`src/rtl/cordic_pkg.sv`:
```
`default_nettype none
// ============================================================================
// Module      : cordic_pkg
// Description : Shared CORDIC fixed-point constants, state encoding and
//               arctangent table (Q2.20) for the rotation and vectoring units.
// Revision    : 1.0 - initial release
// ============================================================================
package cordic_pkg;

    localparam int c_WIDTH     = 22;
    localparam int c_FRAC_BITS = 20;
    localparam int c_ITERS     = 16;

    // Reciprocal CORDIC gain 0.60725 in Q2.20
    localparam logic [c_WIDTH-1:0] c_K_GAIN = 22'h09B74E;

    typedef enum logic [1:0] {
        S_IDLE   = 2'd0,
        S_ITER   = 2'd1,
        S_SCALE  = 2'd2,
        S_FINISH = 2'd3
    } cordic_state_t;

    // e_i = atan(2^-i), truncated to Q2.20
    function automatic logic [c_WIDTH-1:0] atan_lut(input logic [3:0] idx);
        logic [c_WIDTH-1:0] v;
        case (idx)
            4'd0:    v = 22'h0C90FD;
            4'd1:    v = 22'h076B19;
            4'd2:    v = 22'h03EB6E;
            4'd3:    v = 22'h01FD5B;
            4'd4:    v = 22'h00FFAA;
            4'd5:    v = 22'h007FF5;
            4'd6:    v = 22'h003FFE;
            4'd7:    v = 22'h001FFF;
            4'd8:    v = 22'h000FFF;
            4'd9:    v = 22'h0007FF;
            4'd10:   v = 22'h0003FF;
            4'd11:   v = 22'h0001FF;
            4'd12:   v = 22'h0000FF;
            4'd13:   v = 22'h00007F;
            4'd14:   v = 22'h00003F;
            default: v = 22'h00001F;
        endcase
        return v;
    endfunction

endpackage
`default_nettype wire

```
`src/rtl/cordic_vec_stage.sv`:
```
`default_nettype none
// ============================================================================
// Module      : cordic_vec_stage
// Description : One combinational vectoring-mode micro-rotation; drives y
//               toward zero and accumulates the applied angle in z.
// Revision    : 1.0 - initial release
// ============================================================================
module cordic_vec_stage #(
    parameter int WIDTH   = 22,
    parameter int SHIFT_W = 4
) (
    input  logic signed [WIDTH-1:0]   x_in,
    input  logic signed [WIDTH-1:0]   y_in,
    input  logic signed [WIDTH-1:0]   z_in,
    input  logic        [SHIFT_W-1:0] shift,
    input  logic signed [WIDTH-1:0]   e_i,
    output logic signed [WIDTH-1:0]   x_out,
    output logic signed [WIDTH-1:0]   y_out,
    output logic signed [WIDTH-1:0]   z_out
);

    logic signed [WIDTH-1:0] w_x_sh;
    logic signed [WIDTH-1:0] w_y_sh;
    logic                    w_neg;

    assign w_x_sh = x_in >>> shift;
    assign w_y_sh = y_in >>> shift;
    assign w_neg  = y_in[WIDTH-1];

    assign x_out = w_neg ? (x_in - w_y_sh) : (x_in + w_y_sh);
    assign y_out = w_neg ? (y_in + w_x_sh) : (y_in - w_x_sh);
    assign z_out = w_neg ? (z_in - e_i)    : (z_in + e_i);

endmodule
`default_nettype wire

```
`src/rtl/cordic_vectoring_four_loop.sv`:
```
`default_nettype none
// ============================================================================
// Module      : cordic_vectoring_four_loop
// Description : Iterative vectoring CORDIC, PER_CYCLE micro-rotations per
//               clock; returns atan(y/x). Define CORDIC_VEC_MAG_EN to add the
//               gain-compensated magnitude output and its SCALE cycle.
// Revision    : 1.0 - initial release
// ============================================================================
module cordic_vectoring_four_loop
    import cordic_pkg::*;
#(
    parameter int ITERS     = 16,
    parameter int PER_CYCLE = 4,
    parameter int WIDTH     = c_WIDTH
) (
    input  logic                    clk,
    input  logic                    reset,
    input  logic                    clk_en,
    input  logic signed [WIDTH-1:0] x_in,
    input  logic signed [WIDTH-1:0] y_in,
    output logic signed [WIDTH-1:0] angle_out,
`ifdef CORDIC_VEC_MAG_EN
    output logic signed [WIDTH-1:0] mag_out,
`endif
    output logic                    busy,
    output logic                    done,
    output logic                    range_err
);

    localparam int SHIFT_W = $clog2(ITERS);
    localparam int CNT_W   = $clog2(ITERS + 1);

    cordic_state_t r_state;
    cordic_state_t w_state_next;

    logic signed [WIDTH-1:0] r_x;
    logic signed [WIDTH-1:0] r_y;
    logic signed [WIDTH-1:0] r_z;
    logic        [CNT_W-1:0] r_iter;
    logic                    r_neg;
    logic                    r_zero;
    logic                    w_iter_last;

    logic signed [WIDTH-1:0] w_x [0:PER_CYCLE];
    logic signed [WIDTH-1:0] w_y [0:PER_CYCLE];
    logic signed [WIDTH-1:0] w_z [0:PER_CYCLE];

    assign w_x[0] = r_x;
    assign w_y[0] = r_y;
    assign w_z[0] = r_z;

    generate
        for (genvar k = 0; k < PER_CYCLE; k++) begin : g_stage
            logic [SHIFT_W-1:0]      w_shift;
            logic signed [WIDTH-1:0] w_e;

            assign w_shift = r_iter[SHIFT_W-1:0] + SHIFT_W'(k);
            assign w_e     = atan_lut(w_shift);

            cordic_vec_stage #(
                .WIDTH   (WIDTH),
                .SHIFT_W (SHIFT_W)
            ) u_stage (
                .x_in  (w_x[k]),
                .y_in  (w_y[k]),
                .z_in  (w_z[k]),
                .shift (w_shift),
                .e_i   (w_e),
                .x_out (w_x[k+1]),
                .y_out (w_y[k+1]),
                .z_out (w_z[k+1])
            );
        end
    endgenerate

    assign w_iter_last = (r_iter == CNT_W'(ITERS - PER_CYCLE));

`ifdef CORDIC_VEC_MAG_EN
    logic signed [WIDTH-1:0] w_scaled;

    // Full 44-bit signed product, keep bits [41:20] (truncated Q2.20)
    assign w_scaled = WIDTH'(($signed({{WIDTH{r_x[WIDTH-1]}}, r_x}) *
                              $signed({{WIDTH{1'b0}}, c_K_GAIN})) >>> c_FRAC_BITS);
`endif

    always_ff @(posedge clk) begin
        if (reset) begin
            r_state <= S_IDLE;
        end else begin
            r_state <= w_state_next;
        end
    end

    always_comb begin
        w_state_next = r_state;
        case (r_state)
            S_IDLE: begin
                if (clk_en) begin
                    w_state_next = S_ITER;
                end
            end
            S_ITER: begin
                if (w_iter_last) begin
`ifdef CORDIC_VEC_MAG_EN
                    w_state_next = S_SCALE;
`else
                    w_state_next = S_FINISH;
`endif
                end
            end
            S_SCALE:  w_state_next = S_FINISH;
            S_FINISH: w_state_next = S_IDLE;
            default:  w_state_next = S_IDLE;
        endcase
    end

    always_ff @(posedge clk) begin
        if (reset) begin
            r_x       <= '0;
            r_y       <= '0;
            r_z       <= '0;
            r_iter    <= '0;
            r_neg     <= 1'b0;
            r_zero    <= 1'b0;
            angle_out <= '0;
`ifdef CORDIC_VEC_MAG_EN
            mag_out   <= '0;
`endif
            busy      <= 1'b0;
            done      <= 1'b0;
            range_err <= 1'b0;
        end else begin
            done <= 1'b0;
            case (r_state)
                S_IDLE: begin
                    if (clk_en) begin
                        r_x    <= x_in;
                        r_y    <= y_in;
                        r_z    <= '0;
                        r_iter <= '0;
                        r_neg  <= x_in[WIDTH-1];
                        r_zero <= (x_in == '0) && (y_in == '0);
                        busy   <= 1'b1;
                    end
                end
                S_ITER: begin
                    r_x    <= w_x[PER_CYCLE];
                    r_y    <= w_y[PER_CYCLE];
                    r_z    <= w_z[PER_CYCLE];
                    r_iter <= r_iter + CNT_W'(PER_CYCLE);
                end
                S_SCALE: begin
`ifdef CORDIC_VEC_MAG_EN
                    r_x <= w_scaled;
`endif
                end
                S_FINISH: begin
                    // Negative x and the origin report zero rather than the
                    // meaningless accumulated angle
                    angle_out <= (r_neg || r_zero) ? '0 : r_z;
`ifdef CORDIC_VEC_MAG_EN
                    mag_out   <= (r_neg || r_zero) ? '0 : r_x;
`endif
                    range_err <= r_neg;
                    busy      <= 1'b0;
                    done      <= 1'b1;
                end
                default: ;
            endcase
        end
    end

endmodule
`default_nettype wire

```
`config.mk`:
```
export PLATFORM = sky130hd
export DESIGN_NAME = cordic_vectoring_four_loop
export DESIGN_NICKNAME = d
export VERILOG_FILES = /design/src/rtl/cordic_pkg.sv /design/src/rtl/cordic_vec_stage.sv /design/src/rtl/cordic_vectoring_four_loop.sv
export SDC_FILE = /design/constraint.sdc
export NUM_CORES = 2
export LEC_CHECK = 0
export BUFFER_PORTS_ARGS = -buffer_cell sky130_fd_sc_hd__buf_2
export CAP_MARGIN = 10
export CORE_ASPECT_RATIO = 0.8
export CORE_UTILIZATION = 65
export DETAILED_ROUTE_END_ITERATION = 12
export GPL_ROUTABILITY_DRIVEN = 0
export PLACE_DENSITY = 0.79
export SLEW_MARGIN = 20
export SYNTH_ARGS = -nofsm -noshare
export SYNTH_HDL_FRONTEND = slang
export SYNTH_HIERARCHICAL = 1
export SYNTH_SLANG_ARGS = --single-unit
```
`constraint.sdc`:
```
create_clock -name clk -period 23.4 [get_ports clk]
set_clock_uncertainty 0.1 [all_clocks]
set_input_delay 1.17 -clock clk [delete_from_list [all_inputs] [get_ports clk]]
set_output_delay 1.17 -clock clk [all_outputs]
set_load 0.02 [all_outputs]
```
# Word level (Yosys, flattened, before mapping)

Memory sizes are Yosys's and may differ from the RTL's. A register that Yosys moved wholly into a read port is not among the register bits.
Cells that the tools add are included.

Memory bits (read-only): 1280
Register bits: 100
Bits in writable memories: 0
Input port bits: 47
Latch bits: 0
Output and inout port bits: 25
Memories: 4

Memories:

| memory          | words | bits a word | read ports | clocked after Yosys merged registers in | wr ports | RTL line         | source |
|---|---|---|---|---|---|---|---|
| (no name shown) | 16    | 20          | 1          | 0                                       | 0        | cordic_pkg.sv:27 | `case (idx)` |
| (no name shown) | 16    | 20          | 1          | 0                                       | 0        | cordic_pkg.sv:27 |  |
| (no name shown) | 16    | 20          | 1          | 0                                       | 0        | cordic_pkg.sv:27 |  |
| (no name shown) | 16    | 20          | 1          | 1                                       | 0        | cordic_pkg.sv:27 |  |

Reduce and logical (&&, ||, !) cells: 11
Shift operators: 8
$add $sub $neg: 28
Multiplexer cells: 29
$lt $le $gt $ge: 0
Equal/unequal tests: 6
Bitwise gates (word level): 0
Multipliers: 0
Div/mod/pow operators: 0

Operator list:

| cell                                                             | number |
|---|---|
| 22-bit two-way mux                                               | 16 |
| 22-bit adder                                                     | 12 |
| 22-bit subtractor                                                | 12 |
| 22-bit by 4-bit >>> shifter with 22-bit output                   | 8 |
| 22-bit one-hot mux with 2 select lines                           | 3 |
| 22-bit zero test                                                 | 2 |
| 5-bit one-hot mux with 2 select lines                            | 1 |
| 4-bit by 2-bit adder with 4-bit output (second input constant)   | 2 |
| 4-bit two-way mux                                                | 2 |
| 2-bit one-hot mux with 4 select lines                            | 1 |
| 2-bit AND reduction                                              | 4 |
| 5-bit by 3-bit adder with 5-bit output (second input constant)   | 1 |
| 5-bit by 4-bit == test with 1-bit output (second input constant) | 1 |
| 5-bit two-way mux                                                | 1 |
| 4-bit by 1-bit adder with 4-bit output (second input constant)   | 1 |
| 2-bit == test (second input constant)                            | 2 |
| 2-bit two-way mux                                                | 2 |
| 2-bit != test (second input constant)                            | 2 |
| 2-bit nonzero test                                               | 2 |
| 2-bit by 1-bit == test with 1-bit output (second input constant) | 1 |
| 2-bit zero test                                                  | 1 |
| 1-bit two-way mux                                                | 2 |
| 1-bit one-hot mux with 2 select lines                            | 1 |
| 1-bit logical AND                                                | 1 |
| 1-bit logical OR                                                 | 1 |

# Logic depth before layout (Yosys ltp)

Depth after elaboration: 13
Gate-level depth with buffers: 84

# Modules after synthesis

Netlist, hierarchy kept.

By module, submodules not included:

| module                                 | cells each | instances | area each (sq um) |
|---|---|---|---|
| cordic_vec_stage at g_stage[3].u_stage | 905        | 1         | 6891.6 |
| cordic_vec_stage at g_stage[0].u_stage | 880        | 1         | 6771.5 |
| cordic_vec_stage at g_stage[2].u_stage | 885        | 1         | 6712.7 |
| cordic_vec_stage at g_stage[1].u_stage | 868        | 1         | 6572.6 |
| cordic_vectoring_four_loop             | 680        | 1         | 5888.1 |

# Worst setup path after synthesis

OpenSTA, ideal clock, no wires.

Path kind: register to register
From: reg r_iter[2]
To: reg r_y[21]
Stages on the path, launching flop included: 74
Data required time: 23.214 ns
Setup time: 0.086 ns
Setup slack: 6.876 ns
Path buffers: 5
Data arrival time: 16.338 ns
Cells stage by stage: dfxtp_1 clkbuf_1 buf_4 clkbuf_1 buf_1 clkbuf_1 o21a_1 ha_1 inv_1 a211o_1 o21bai_1 o21ai_0 xor2_1 ha_1 nor2_1 nor4b_1 o21ai_0 a31oi_1 (+38 left out) mux2_4 a222oi_1 nand3_2 nor2_1 nand2_1 nor2_1 a31oi_1 xor2_1 ha_1 o41ai_1 a21oi_1 a2111oi_0 o31ai_1 a21o_1 a21oi_1 xor2_1 mux2i_1 a211oi_1

RTL lines:

| element                | RTL line                          | source |
|---|---|---|
| start, declared        | cordic_vectoring_four_loop.sv:39  | `logic [CNT_W-1:0] r_iter;` |
| start signal, assigned | cordic_vectoring_four_loop.sv:150 | `r_iter <= r_iter + CNT_W'(PER_CYCLE);` |
| end signal, assigned   | cordic_vectoring_four_loop.sv:138 | `r_y <= y_in;` |
| end signal, assigned   | cordic_vectoring_four_loop.sv:148 | `r_y <= w_y[PER_CYCLE];` |
| end, declared          | cordic_vectoring_four_loop.sv:37  | `logic signed [WIDTH-1:0] r_y;` |

==> results.txt <==
clock period minus worst slack: 21.12 ns
Synth Cell Area: 32800 µm²
crit path kind: flip-flop to flip-flop
register bit total from synthesis: 120
Reg2Reg Setup Slack: 2.28 ns
CTS Buf Count: 17
IO Port Bufs: 71
sequential area share after synthesis: 7.32%
ys async rst share: 0%
I/O pin cnt: 72
final antenna-violating net count: 0
Max Fclk: 0.0473 GHz
Clk Latency, worst-skew pair: 0.42 ns
H-tree depth: 4
post_cts resized: 0
Vias/cell: 6.88
Synth Area in XOR/XNOR: 11.8%
initial DRC count: 4144
antenna violations before repair: 1
detailed-router iteration count before antenna repair: 6
postcts setup bufs: 0
Die Wd: 253 µm
post-synthesis compound-gate area fraction: 23.2%
average size of a mapped cell: 7.78 µm²
GRT Overall Usage: 40.3%
Max Root-Sink Buffers: 2
overall routed net length: 106 mm
Ys Warns: 6
CTS root buf: clkbuf_16
NumNets Final: 4517
slowest CP cell: dfxtp_4
Crit. Startpoint: r_iter[0]
Crit path required time: 23.62 ns
Primary FF master, synth: dfxtp_1
count of cell types in the netlist: 117
CP Capture Type: flip-flop
sum of negative setup slack: 0 ns
WP data arrival: 21.34 ns
RSZ-0062 raised after global routing: false
Final period util: 90.3%
status: finished, final reports clean
# DRC: 0
WL/cell: 21.9 µm
Max FO, Critical Path: 66
number of global-route vias before repair: 29605
Final setup viols: 0
Post-Synth Simple-Gate Area: 19.4%
row cnt: 73
Reg-to-Reg Start: r_iter[0]
Worst Hold Class: flip-flop to flip-flop
Worst path most repeated cell: a21oi_1
P&R area growth vs syn: 3.17%
main combinational cell family by area after synthesis: compound AO/OA/AOI/OAI gates
largest net degree at the start of global routing: 89
HPWL after DPL: 83.0 mm
initial core utilization: 66.0%
worst-margin pin slew: 1.26 ns
routed vias: 33270
die area: 51400 µm²
CP endpoint: r_y[21]
Post-Synth Adder-Cell Area: 12.7%
Max-Slew Margin vs Limit: 15.2%
delay of the slowest critical-path stage: 0.90 ns
cell count after synthesis: 4218
Worst Hold Path Cells: 2
final hold violation count: 0
layout cells sized above 1: 11.0%
clk sink count: 120
max_cap viols: 0
core area: 49800 µm²
Reg2Reg Depth: 72
Die H: 203 µm
mux share of post-synthesis cell area: 20.1%
CTS clock-pin slew for the worst setup and hold paths: 0.06 ns
TritonCTS clock tree: done
crit start category: flip-flop
Post-synth EDFFs: 0
FF-to-FF End: r_y[21]
Max Slew Vio Count: 0
first-pass GRT wire length: 165 mm
Hold Buf Count CTS: 0
Remaining Overflow, GRT: 0
[layer usage]
layer  wire (µm)  vias to the layer above  global-route usage (%)
met5           0                        -                       0
met4        5880                        0                    18.4
met3       13100                      363                    9.17
met2       44500                     2006                    61.2
met1       42600                    15416                    54.1
li1            -                    15485                       -
[final cells by class]
type / count / area (µm²)
Tap cell: 675 / 845
Multi-Input combinational cell: 3726 / 28700
Timing Repair Buffer: 113 / 673
Fill cell: 4206 / 15900
Clock buffer: 21 / 460
Clock inverter: 10 / 121
Sequential cell: 120 / 2410
Antenna cell: 1 / 2.50
Inverter: 167 / 632
[per-stage QoR]
step / cell area [µm²] / hold WS [ns] / worst slack [ns] / cells / util (%)
after global placement: 33300 / 0.386 / 3.06 / 4801 / 66.9
after CTS: 33900 / 0.410 / 2.81 / 4832 / 68.1
after global routing: 33900 / 0.425 / 0.861 / 4833 / 68.1
after detailed placement: 33300 / 0.403 / 2.91 / 4801 / 66.9
final: 33900 / 0.407 / 2.28 / 4833 / 68.1
after floorplan: 32900 / 0.349 / 6.88 / 4229 / -
[sequential cells by signal (all words and copies together) (netlist names)]
register     count
range_err        1
done             1
g_stage.w_e     20
r_z             22
angle_out       22
r_neg            1
r_zero           1
busy             1
r_x             22
r_state          2
r_iter           5
r_y             22
[Yosys cell counts, types with 18 or more instances]
library cell  number  share of area [%]
nor2_1           469                5.4
a21oi_1          365                5.6
nand2_1          327                3.7
xnor2_1          316                8.4
ha_1             313                 12
o21ai_0          213                3.2
mux2i_1          189                5.8
inv_1            161                1.8
mux4_2           139                9.5
xor2_1           125                3.3
dfxtp_1          120                7.3
a211oi_1          94                2.1
nor3_1            94                1.4
clkbuf_1          93                1.1
a21o_1            87                2.0
nand3_1           78                1.2
nor2b_1           76                1.4
mux2_2            65                2.2
a31oi_1           64                1.2
buf_2             52               0.79
o21a_1            50                1.1
nand2b_1          41               0.78
nor4_1            40               0.76
and2_1            36               0.69
and3_1            36               0.69
a22oi_1           32               0.73
o211ai_1          31               0.71
o21bai_1          30               0.69
o22ai_1           30               0.57
o31ai_1           27               0.62
mux4_1            26                2.1
buf_1             24               0.27
buf_4             22               0.50
or3_1             22               0.42
buf_6             21               0.72
or2_2             21               0.40
a211o_1           19               0.51
a2111oi_0         18               0.48
[how the worst min path moves through the flow]
| stage | slack, ns | end | start |
|---|---|---|---|
| 2_1_floorplan | 0.35 | r_neg | r_neg |
| 3_3_place_gp | 0.39 | r_neg | r_neg |
| 3_5_place_dp | 0.40 | r_neg | r_neg |
| 4_1_cts | 0.41 | r_neg | r_neg |
| 5_1_grt | 0.43 | r_neg | r_neg |
| 6_report | 0.41 | r_neg | r_neg |
[critical path, delay by kind of cell (launching register included)]
kind / cells / cell delay, ns
buf+inv: 5 / 1.87
xor+xnor: 7 / 1.40
fa+ha+maj: 5 / 1.52
compound gates: 36 / 9.39
simple gates: 11 / 2.60
flops: 1 / 0.90
mux: 8 / 3.12
[cell usage in the layout (no fill, tap or decap), types with 30 or more instances in the layout]
cell type and count:
a211oi_1 94, a21o_1 87, a21oi_1 365, a22oi_1 32, a31oi_1 64, and2_1 36, and3_1 36, buf_2 70
buf_4 43, dfxtp_1 115, ha_1 309, inv_1 155, mux2_2 65, mux2i_1 189, mux4_2 139, nand2_1 327
nand2b_1 41, nand3_1 78, nor2_1 469, nor2b_1 76, nor3_1 94, nor4_1 40, o211ai_1 31, o21a_1 50
o21ai_0 213, o21bai_1 30, o22ai_1 30, xnor2_1 313, xor2_1 125
[logic make-up (layout without fill, tap and decap cells)]
group,count (synthesis),count (layout)
AO/OA/AOI/OAI,1183,1183
XOR/XNOR,442,442
adder cells (fa/ha/maj),325,325
buffers and inverters,383,311
flip-flops,120,120
multiplexers,429,429
other,1,13
AND/OR/NAND/NOR,1335,1335
Power is not shown: default switching activity piles up to over one toggle a cycle in this logic, so the estimate is an artifact.
